--- src/rtl/fifo_rd_port.sv ---
// Read-side controller for the FIFO storage array: owns rptr, absorbs array read latency
// and feeds a 2-entry skid buffer. Optional level outputs under FIFO_RD_PORT_LEVEL_EN.
module fifo_rd_port #(
  parameter int    DATASIZE    = 8,
  parameter int    ADDRSIZE    = 4,
  parameter string FALLTHROUGH = "TRUE"
) (
  input  logic                clk,
  input  logic                rst,
  input  logic [ADDRSIZE:0]   wptr,
  output logic [ADDRSIZE:0]   rptr,
  output logic [ADDRSIZE-1:0] raddr,
  output logic                rclken,
  input  logic [DATASIZE-1:0] rdata,
  output logic                m_valid,
  output logic [DATASIZE-1:0] m_data,
  input  logic                m_ready,
  output logic                empty
`ifdef FIFO_RD_PORT_LEVEL_EN
  ,
  output logic [ADDRSIZE:0]   rlevel,
  output logic                almost_empty
`endif
);

  localparam bit FT = (FALLTHROUGH == "TRUE");

  // m_data is skid entry 0 (head); buf1_q is entry 1.
  logic [1:0]          occ_q, occ_nxt;
  logic                inflight_q;
  logic                inflight;
  logic [DATASIZE-1:0] buf1_q, buf1_nxt, head_nxt;
  logic [1:0]          pending;
  logic                issue, capture, xfer;

  assign empty    = (rptr == wptr);
  assign raddr    = rptr[ADDRSIZE-1:0];
  assign m_valid  = (occ_q != 2'd0);
  assign xfer     = m_valid && m_ready;
  assign inflight = FT ? 1'b0 : inflight_q;
  assign pending  = occ_q + {1'b0, inflight};

  // A read may be issued whenever the word it returns is guaranteed a skid slot.
  assign issue   = !rst && !empty && ((pending < 2'd2) || xfer);
  assign rclken  = issue;
  assign capture = FT ? issue : inflight_q;

  always_comb begin
    occ_nxt  = occ_q;
    head_nxt = m_data;
    buf1_nxt = buf1_q;
    case ({capture, xfer})
      2'b10: begin
        if (occ_q == 2'd0) begin
          head_nxt = rdata;
          occ_nxt  = 2'd1;
        end else begin
          buf1_nxt = rdata;
          occ_nxt  = 2'd2;
        end
      end
      2'b01: begin
        head_nxt = buf1_q;
        occ_nxt  = occ_q - 2'd1;
      end
      2'b11: begin
        // Occupancy is unchanged; the new word lands behind whatever remains.
        if (occ_q == 2'd1) begin
          head_nxt = rdata;
        end else begin
          head_nxt = buf1_q;
          buf1_nxt = rdata;
        end
      end
      default: ;
    endcase
  end

  always_ff @(posedge clk) begin
    if (rst) begin
      rptr       <= '0;
      occ_q      <= 2'd0;
      inflight_q <= 1'b0;
      m_data     <= '0;
      buf1_q     <= '0;
    end else begin
      rptr       <= rptr + {{ADDRSIZE{1'b0}}, issue};
      occ_q      <= occ_nxt;
      inflight_q <= FT ? 1'b0 : issue;
      m_data     <= head_nxt;
      buf1_q     <= buf1_nxt;
    end
  end

`ifdef FIFO_RD_PORT_LEVEL_EN
  logic [ADDRSIZE:0] level_nxt;

  assign level_nxt = wptr - rptr;

  always_ff @(posedge clk) begin
    if (rst) begin
      rlevel       <= '0;
      almost_empty <= 1'b1;
    end else begin
      rlevel       <= level_nxt;
      almost_empty <= (level_nxt <= {{ADDRSIZE{1'b0}}, 1'b1});
    end
  end
`endif

endmodule

--- config.mk ---
export PLATFORM = sky130hd
export DESIGN_NAME = fifo_rd_port
export DESIGN_NICKNAME = d
export VERILOG_FILES = /design/src/rtl/fifo_rd_port.sv
export SDC_FILE = /design/constraint.sdc
export NUM_CORES = 1
export LEC_CHECK = 0
export CORE_ASPECT_RATIO = 1.1
export CORE_MARGIN = 2
export CORE_UTILIZATION = 51
export CTS_CLUSTER_SIZE = 12
export DETAILED_ROUTE_END_ITERATION = 6
export PLACE_DENSITY = 0.83
export SYNTH_ARGS = -nofsm -noshare
export SYNTH_HDL_FRONTEND = slang
export SYNTH_SLANG_ARGS = --single-unit
--- constraint.sdc ---
create_clock -name clk -period 7.71 [get_ports clk]
set_clock_uncertainty 0.2 [all_clocks]
set_input_delay 0.771 -clock clk [delete_from_list [all_inputs] [get_ports clk]]
set_output_delay 0.771 -clock clk [all_outputs]
set_load 0.02 [all_outputs]
==> summary.md, run 1 <==
| Metric | Value |
|---|---|
| Final setup fails | `0` |
| Share of cells above drive strength 1 | `4.60%` |
| Die footprint | `0.00300 mm2` |
| Vias | `1112` |
| Leakage | `0.716 nW` |
| CTS tree | `yes` |
| Total GRT Usage | `20.2%` |
| WL final | `2720 um` |
| Post-Syn Area | `approximately 0.0013 mm2` |
| CP max FO | `4` |
| Maxcap violations | `0` |
| Critical Path, Cell by Cell | `clkdlybuf4s50_1 > xor2_1 > nor3_1 > and2_2 > a211oi_1 > clkdlybuf4s50_1` |
| Setup TNS | `0 ns` |
| Routed wire per std cell | `13.3 um` |
| Final critical-path setup slack | `3.86 ns` |
| Chip width | `52.4 um` |
| Mapped Cells | `144` |
| Core region area | `0.00247 mm2` |
| DRC | `0` |
| Hold WC Path Type | `flip-flop to flip-flop` |
| Slowest cell delay on critical path | `0.71 ns` |
| Number of synthesized register bits | `23` |
| Htree depth | `1` |
| Die H | `57.3 um` |
| Clk_lat worst skew | `~0.31 ns` |
| Dpl ws | `3.90 ns` |
| Worst endpoint data arrival time | `2.88 ns` |
| Filler cell count | `213` |
| # port buffers | `35` |
| Fin area | `0.00168 mm2` |
| Fmax | `0.260 GHz` |
| Peak VDD IR | `0.217 mV` |
| Endpoints failing hold | `0` |
| Reg area | `460 um2` |
| P per Cell Area | `between 200 and 300 mW/mm2` |
| Row count | `19` |
| Total power | `0.000484 W` |
| Num CTS Buffers | `3` |
| Setup slack, reg-to-reg | `about 4.7 ns` |
| DP Area | `0.00165 mm2` |
| Tmin final | `between 3 and 4 ns` |
| CTS resizes | `0` |
| Iter 0 DRT Violations | `29` |
| Via density | `5.42` |
| Post CTS Setup Buffer Count | `0` |
| Pins over their slew limit | `0` |
| Start point of the worst hold path | `m_data[3]` |
| Max_slew headroom | `59.0%` |
| Sequential area share after synthesis | `35.0%` |
| Initial cell density of the core | `53.2%` |
| Crit. End Element | `output port` |
| Worst reg2reg path startpoint | `occ_q[1]` |
| Crit path launch type | `primary input` |
| Total gr overflow | `0` |
| First-pass GRT wire length | `4680 um` |
| Gp weighted congestion | `roughly 0.81` |
| DP Wirelength | `between 1500 and 2000 um` |
| Run status | `complete, no violations` |
| Count of cell types in the netlist | `28` |
| Hold_buf cts | `0` |
| Multi-input logic area | `743 um2` |
| Largest net degree at the start of global routing | `35` |
| Syn_nets | `167` |
| Post-DRT Antenna Nets | `0` |
| Clock Path Buffers | `2` |
| Commonest non-fill, non-tap cell in the layout | `clkdlybuf4s50_1` |
| RSZ-0062 raised after global routing | `false` |
| Worst path top cell family by delay | `buffers and inverters` |
| Final period utilization | `about half` |
| Sink Count | `23` |
| Ports | `36` |
| Antenna Cells | `0` |
| CP Data Required Time | `between 6 and 7 ns` |
| WP buf/inv | `2` |
| Hold Path Stages | `2` |
| Worst reg2reg path depth | `9` |
| Number of detailed-route iterations in the first pass | `4` |
| Crit path kind | `primary input to output port` |
| Syn_area_per_cell | `9.14 um2` |
| Antenna violations before repair | `0` |
| FF-to-FF End | `buf1_q[4]` |
| Worst Tran Pin Value | `0.614 ns` |
| CTS root buf | `clkbuf_4` |
| Worst-path clk slew | `0.12 ns` |
| Nets@finish | `198` |
| Number of global-route vias before repair | `between 1000 and 1500` |
| Syn-to-layout area delta | `27.5%` |
| WHS Endpoint | `m_data[3]` |
| Critical-path top delay cell | `clkdlybuf4s50_1` |
| Synth warnings | `0` |
| Most frequent cells in the layout | `clkdlybuf4s50_1 (35), dfxtp_1 (23), mux2i_1 (16), nor2_1 (14), inv_1 (11)` |
| Critical Path Most Common Cell | `clkdlybuf4s50_1` |
[report_power, final]
| part | switching (W) | total, W | internal, W |
|---|---|---|---|
| logic | 0.000137 | 0.000258 | 0.000121 |
| clock network | 0.0000349 | 0.0000551 | 0.0000202 |
| registers | 0.0000208 | 0.000171 | 0.000151 |
| total | 0.000192 | 0.000484 | 0.000292 |
[synth_stat cells, drive strengths merged]
| cell | count | area [um2] |
|---|---|---|
| xnor2 | 1 | 8.76 |
| nand2 | 2 | 7.51 |
| nor2 | 14 | 52.6 |
| a211oi | 10 | 75.1 |
| clkinv | 1 | 3.75 |
| clkbuf | 4 | 15.0 |
| a31o | 1 | 8.76 |
| o21bai | 8 | 60.1 |
| dfxtp | 23 | 460 |
| mux2i | 16 | 160 |
| and2 | 1 | 7.51 |
| ha | 7 | 87.6 |
| xor2 | 7 | 61.3 |
| nand2b | 10 | 70.1 |
| a21boi | 8 | 60.1 |
| nor2b | 3 | 18.8 |
| nor3 | 1 | 5.00 |
| o21ai | 1 | 5.00 |
| a21oi | 3 | 15.0 |
| nand3 | 2 | 10.0 |
| o211ai | 1 | 12.5 |
| buf | 6 | 46.3 |
| inv | 12 | 47.6 |
| a211o | 2 | 17.5 |
[routing by layer]
layer  wire length, um  global-route usage, %
met3               154                   3.93
met4                26                   9.52
met2              1350                   33.9
met1              1180                   24.4
met5                 0                      0
[through the flow]
step | util, % | hold WS [ns] | cells
after floorplan | - | 0.263 | 144
after CTS | 67.9 | 0.286 | 205
after global placement | 66.8 | 0.260 | 201
final | 67.9 | 0.284 | 205
after detailed placement | 66.8 | 0.266 | 201
after global routing | 67.9 | 0.316 | 205
[how the worst max path moves through the flow]
stage	from	slack [ns]	depth (start not counted)	endpoint
floorplan	wptr[1]	4.42	9	buf1_q[0]
global placement	wptr[1]	3.94	6	rclken
detailed placement	wptr[1]	3.90	6	rclken
CTS	wptr[1]	3.88	6	rclken
global route	wptr[1]	3.70	6	rclken
finish	wptr[1]	3.86	6	rclken
[final cells by class]
cell class                      instances  share of cell area (%)
Clock buffer                            4                    1.57
Multi-Input combinational cell         98                    44.3
Tap cell                               31                    2.31
Inverter                               13                    3.06
Sequential cell                        23                    27.4
Timing Repair Buffer                   36                    21.3
[kinds of logic after synthesis]
group           synth area share, %
compound gates                 19.3
xor+xnor                       5.32
fa+ha+maj                      6.65
buf+inv                        8.55
flops                          35.0
mux                            12.2
simple gates                   13.0
[worst min-delay path, stage by stage, from the launching register on]
cell      delay, ns
dfxtp_1        0.33
nand2b_1       0.06
mux2i_1        0.06
[registers in the layout, summed over array words and instances, names as in the netlist]
register  flops
buf1_q        8
rptr          5
m_data        8
occ_q         2
Power figures use the tool's default switching activity.
==> run 2: changes to the inputs <==
--- a/config.mk
+++ b/config.mk
@@ -7,10 +7,10 @@
 export LEC_CHECK = 0
 export CORE_ASPECT_RATIO = 1.1
 export CORE_MARGIN = 2
-export CORE_UTILIZATION = 51
+export CORE_UTILIZATION = 47
 export CTS_CLUSTER_SIZE = 12
 export DETAILED_ROUTE_END_ITERATION = 6
-export PLACE_DENSITY = 0.83
+export PLACE_DENSITY = 0.77
 export SYNTH_ARGS = -nofsm -noshare
 export SYNTH_HDL_FRONTEND = slang
 export SYNTH_SLANG_ARGS = --single-unit
==> constraint.sdc (replaced) <==
create_clock -name clk -period 3.6 [get_ports clk]
set_clock_uncertainty 0.2 [all_clocks]
set_input_delay 0.36 -clock clk [delete_from_list [all_inputs] [get_ports clk]]
set_output_delay 0.36 -clock clk [all_outputs]
set_load 0.02 [all_outputs]
==> run 2 against run 1 <==
- via count decreased by 2.1%
- sequential power increased by 110%
- largest cell class unchanged
- sequential share of layout area decreased by 0.18 points
- sequential cell count unchanged
==> summary.md, run 2 (synthesized netlist as in run 1, its figures left out) <==
| Metric | Value |
|---|---|
| Slowest cell delay on critical path | `0.61 ns (was 0.71 ns)` |
| Most frequent cells in the layout | `clkdlybuf4s50_1 (35), dfxtp_1 (23), mux2i_1 (16), nor2_1 (14), inv_1 (11) (unchanged)` |
| Routed wire per std cell | `14.3 um (was 13.3 um)` |
| Core region area | `0.00273 mm2 (was 0.00247 mm2)` |
| Final setup fails | `0 (unchanged)` |
| Nets@finish | `199 (was 198)` |
| Critical-path top delay cell | `clkdlybuf4s50_1 (unchanged)` |
| Iter 0 DRT Violations | `20 (was 29)` |
| CTS root buf | `clkbuf_4 (unchanged)` |
| WL met2 | `1500 um (was 1350 um)` |
| Seq pwr share | `35.0% (was 35.4%)` |
| Die H | `59.5 um (was 57.3 um)` |
| Crit. End Element | `output port (unchanged)` |
| Peak VDD IR | `0.394 mV (was 0.217 mV)` |
| CTS resizes | `0 (unchanged)` |
| Endpoints failing hold | `0 (unchanged)` |
| Crit path kind | `flip-flop to output port (was primary input to output port)` |
| Total GRT Usage | `21.4% (was 20.2%)` |
| Worst path top cell family by delay | `buffers and inverters (unchanged)` |
| DP Area | `0.00166 mm2 (was 0.00165 mm2)` |
| Switching Share | `40.3% (was 39.7%)` |
| P per Cell Area | `622 mW/mm2 (was 288 mW/mm2)` |
| Pins over their slew limit | `0 (unchanged)` |
| NetSw | `0.000424 W (was 0.000192 W)` |
| Chip width | `54.5 um (was 52.4 um)` |
| Number of detailed-route iterations in the first pass | `4 (unchanged)` |
| Num CTS Buffers | `3 (unchanged)` |
| WP buf/inv | `3 (was 2)` |
| # port buffers | `35 (unchanged)` |
| Htree depth | `1 (unchanged)` |
| Post CTS Setup Buffer Count | `0 (unchanged)` |
| WL final | `2970 um (was 2720 um)` |
| Initial cell density of the core | `48.3% (was 53.2%)` |
| Internal Power | `0.000627 W (was 0.000292 W)` |
| Run status | `complete, no violations (unchanged)` |
| Hold WC Path Type | `flip-flop to flip-flop (unchanged)` |
| Share of cells above drive strength 1 | `5.71% (was 4.60%)` |
| DP Wirelength | `2150 um (was 1980 um)` |
| CTS tree | `yes (unchanged)` |
| Fin area | `0.00169 mm2 (was 0.00168 mm2)` |
| Filler cell count | `232 (was 213)` |
| Setup slack, reg-to-reg | `0.82 ns (was 4.67 ns)` |
| Row count | `20 (was 19)` |
| Clk_lat worst skew | `0.32 ns (was 0.31 ns)` |
| Top Registers | `buf1_q (8), m_data (8), rptr (5) (unchanged)` |
| Tmin final | `around 3 ns` |
| DRC | `0 (unchanged)` |
| Largest net degree at the start of global routing | `34 (was 35)` |
| CP max FO | `12 (was 4)` |
| Top Layer Used | `met4 (unchanged)` |
| Worst Tran Pin Value | `0.594 ns (was 0.614 ns)` |
| Max_slew headroom | `60.3% (was 59.0%)` |
| Clock share of power | `11.9% (was 11.4%)` |
| Commonest non-fill, non-tap cell in the layout | `clkdlybuf4s50_1 (unchanged)` |
| Syn-to-layout area delta | `28.3% (was 27.5%)` |
| Antenna violations before repair | `0 (unchanged)` |
| Final period utilization | `around four fifths` |
| Fmax | `0.340 GHz` |
| DR WL met3 | `131 um (was 154 um)` |
| Post-DRT Antenna Nets | `0 (unchanged)` |
| RSZ-0062 raised after global routing | `false (unchanged)` |
| Antenna Cells | `0 (unchanged)` |
| Worst endpoint data arrival time | `2.38 ns (was 2.88 ns)` |
| Via density | `5.24 (was 5.42)` |
| Worst-path clk slew | `0.13 ns (was 0.12 ns)` |
| First-pass GRT wire length | `5050 um (was 4680 um)` |
| Vias | `1089 (was 1112)` |
| Sink Count | `23 (unchanged)` |
| Total gr overflow | `0 (unchanged)` |
| Number of global-route vias before repair | `1095 (was 1131)` |
| Die footprint | `0.00324 mm2 (was 0.00300 mm2)` |
| Setup TNS | `0 ns (unchanged)` |
| CP Data Required Time | `3.04 ns (was 6.74 ns)` |
| Hold_buf cts | `0 (unchanged)` |
| Cells after DPL | `204 (was 201)` |
| Critical Path, Cell by Cell | `inv_1 > ha_1 > nand2b_4 > a211oi_1 > buf_4 > clkdlybuf4s50_1 (was clkdlybuf4s50_1 > xor2_1 > nor3_1 > and2_2 > a211oi_1 > clkdlybuf4s50_1)` |
| Ports | `36 (unchanged)` |
| Clock Path Buffers | `2 (unchanged)` |
| Comb pwr share | `53.2% (about the same)` |
| Layout Cells excl Fill | `208 (was 205)` |
| Routed length on met1 | `1290 um (was 1180 um)` |
| Maxcap violations | `0 (unchanged)` |
| Gp weighted congestion | `0.769 (was 0.810)` |
| Leakage | `0.724 nW (was 0.716 nW)` |
| Crit path launch type | `flip-flop (was primary input)` |
## run 2: cell count changes in the layout (fill, tap and decap cells not counted)
cell and change:
clkinv_2 +1, clkbuf_1 -1, buf_4 +1
## run 2: power by group through the flow
stage	clock network, W	registers [W]	logic, W
2_1_floorplan	0	0.000410	0.000348
3_3_place_gp	0	0.000369	0.000540
3_5_place_dp	0	0.000374	0.000558
4_1_cts	0.000125	0.000368	0.000562
5_1_grt	0.000137	0.000378	0.000614
6_report	0.000125	0.000367	0.000559
## run 2: metal layers
layer,vias up,GRT usage [%]
li1,550,-
met1,508,26.5
met2,26,37.3
met3,5,3.28
met4,0,6.07
met5,-,0
## run 2: final timing paths
kind,start,endpoint,cells after the start
max,occ_q[1],rclken,6
min,m_data[1],m_data[1],2
max reg2reg,occ_q[1],buf1_q[2],10
min reg2reg,m_data[1],m_data[1],2
## run 2: cell type report
class                           instances  area (um2)  area share, %
Sequential cell                        23         460           27.3
Inverter                               13        51.3           3.04
Tap cell                               33        41.3           2.44
Timing Repair Buffer                   37         365           21.6
Multi-Input combinational cell         98         743           44.0
Clock buffer                            3        22.5           1.33
Clock inverter                          1        5.00          0.296
## run 2: through the flow
step	setup slack (ns)	hold WS, ns	utilization [%]	power, W
after global routing	0.513	0.312	61.9	0.00113
after CTS	0.653	0.289	61.9	0.00106
final	0.658	0.284	61.9	0.00105
after floorplan	0.537	0.263	-	0.000758
after global placement	0.693	0.261	60.9	0.000909
after detailed placement	0.548	0.267	60.9	0.000932
## run 2: tightest hold or removal path: cells and delay by family (launching register included)
family	cells	cell delay, ns
DFF	1	0.33
and+or+nand+nor	1	0.06
muxes	1	0.06
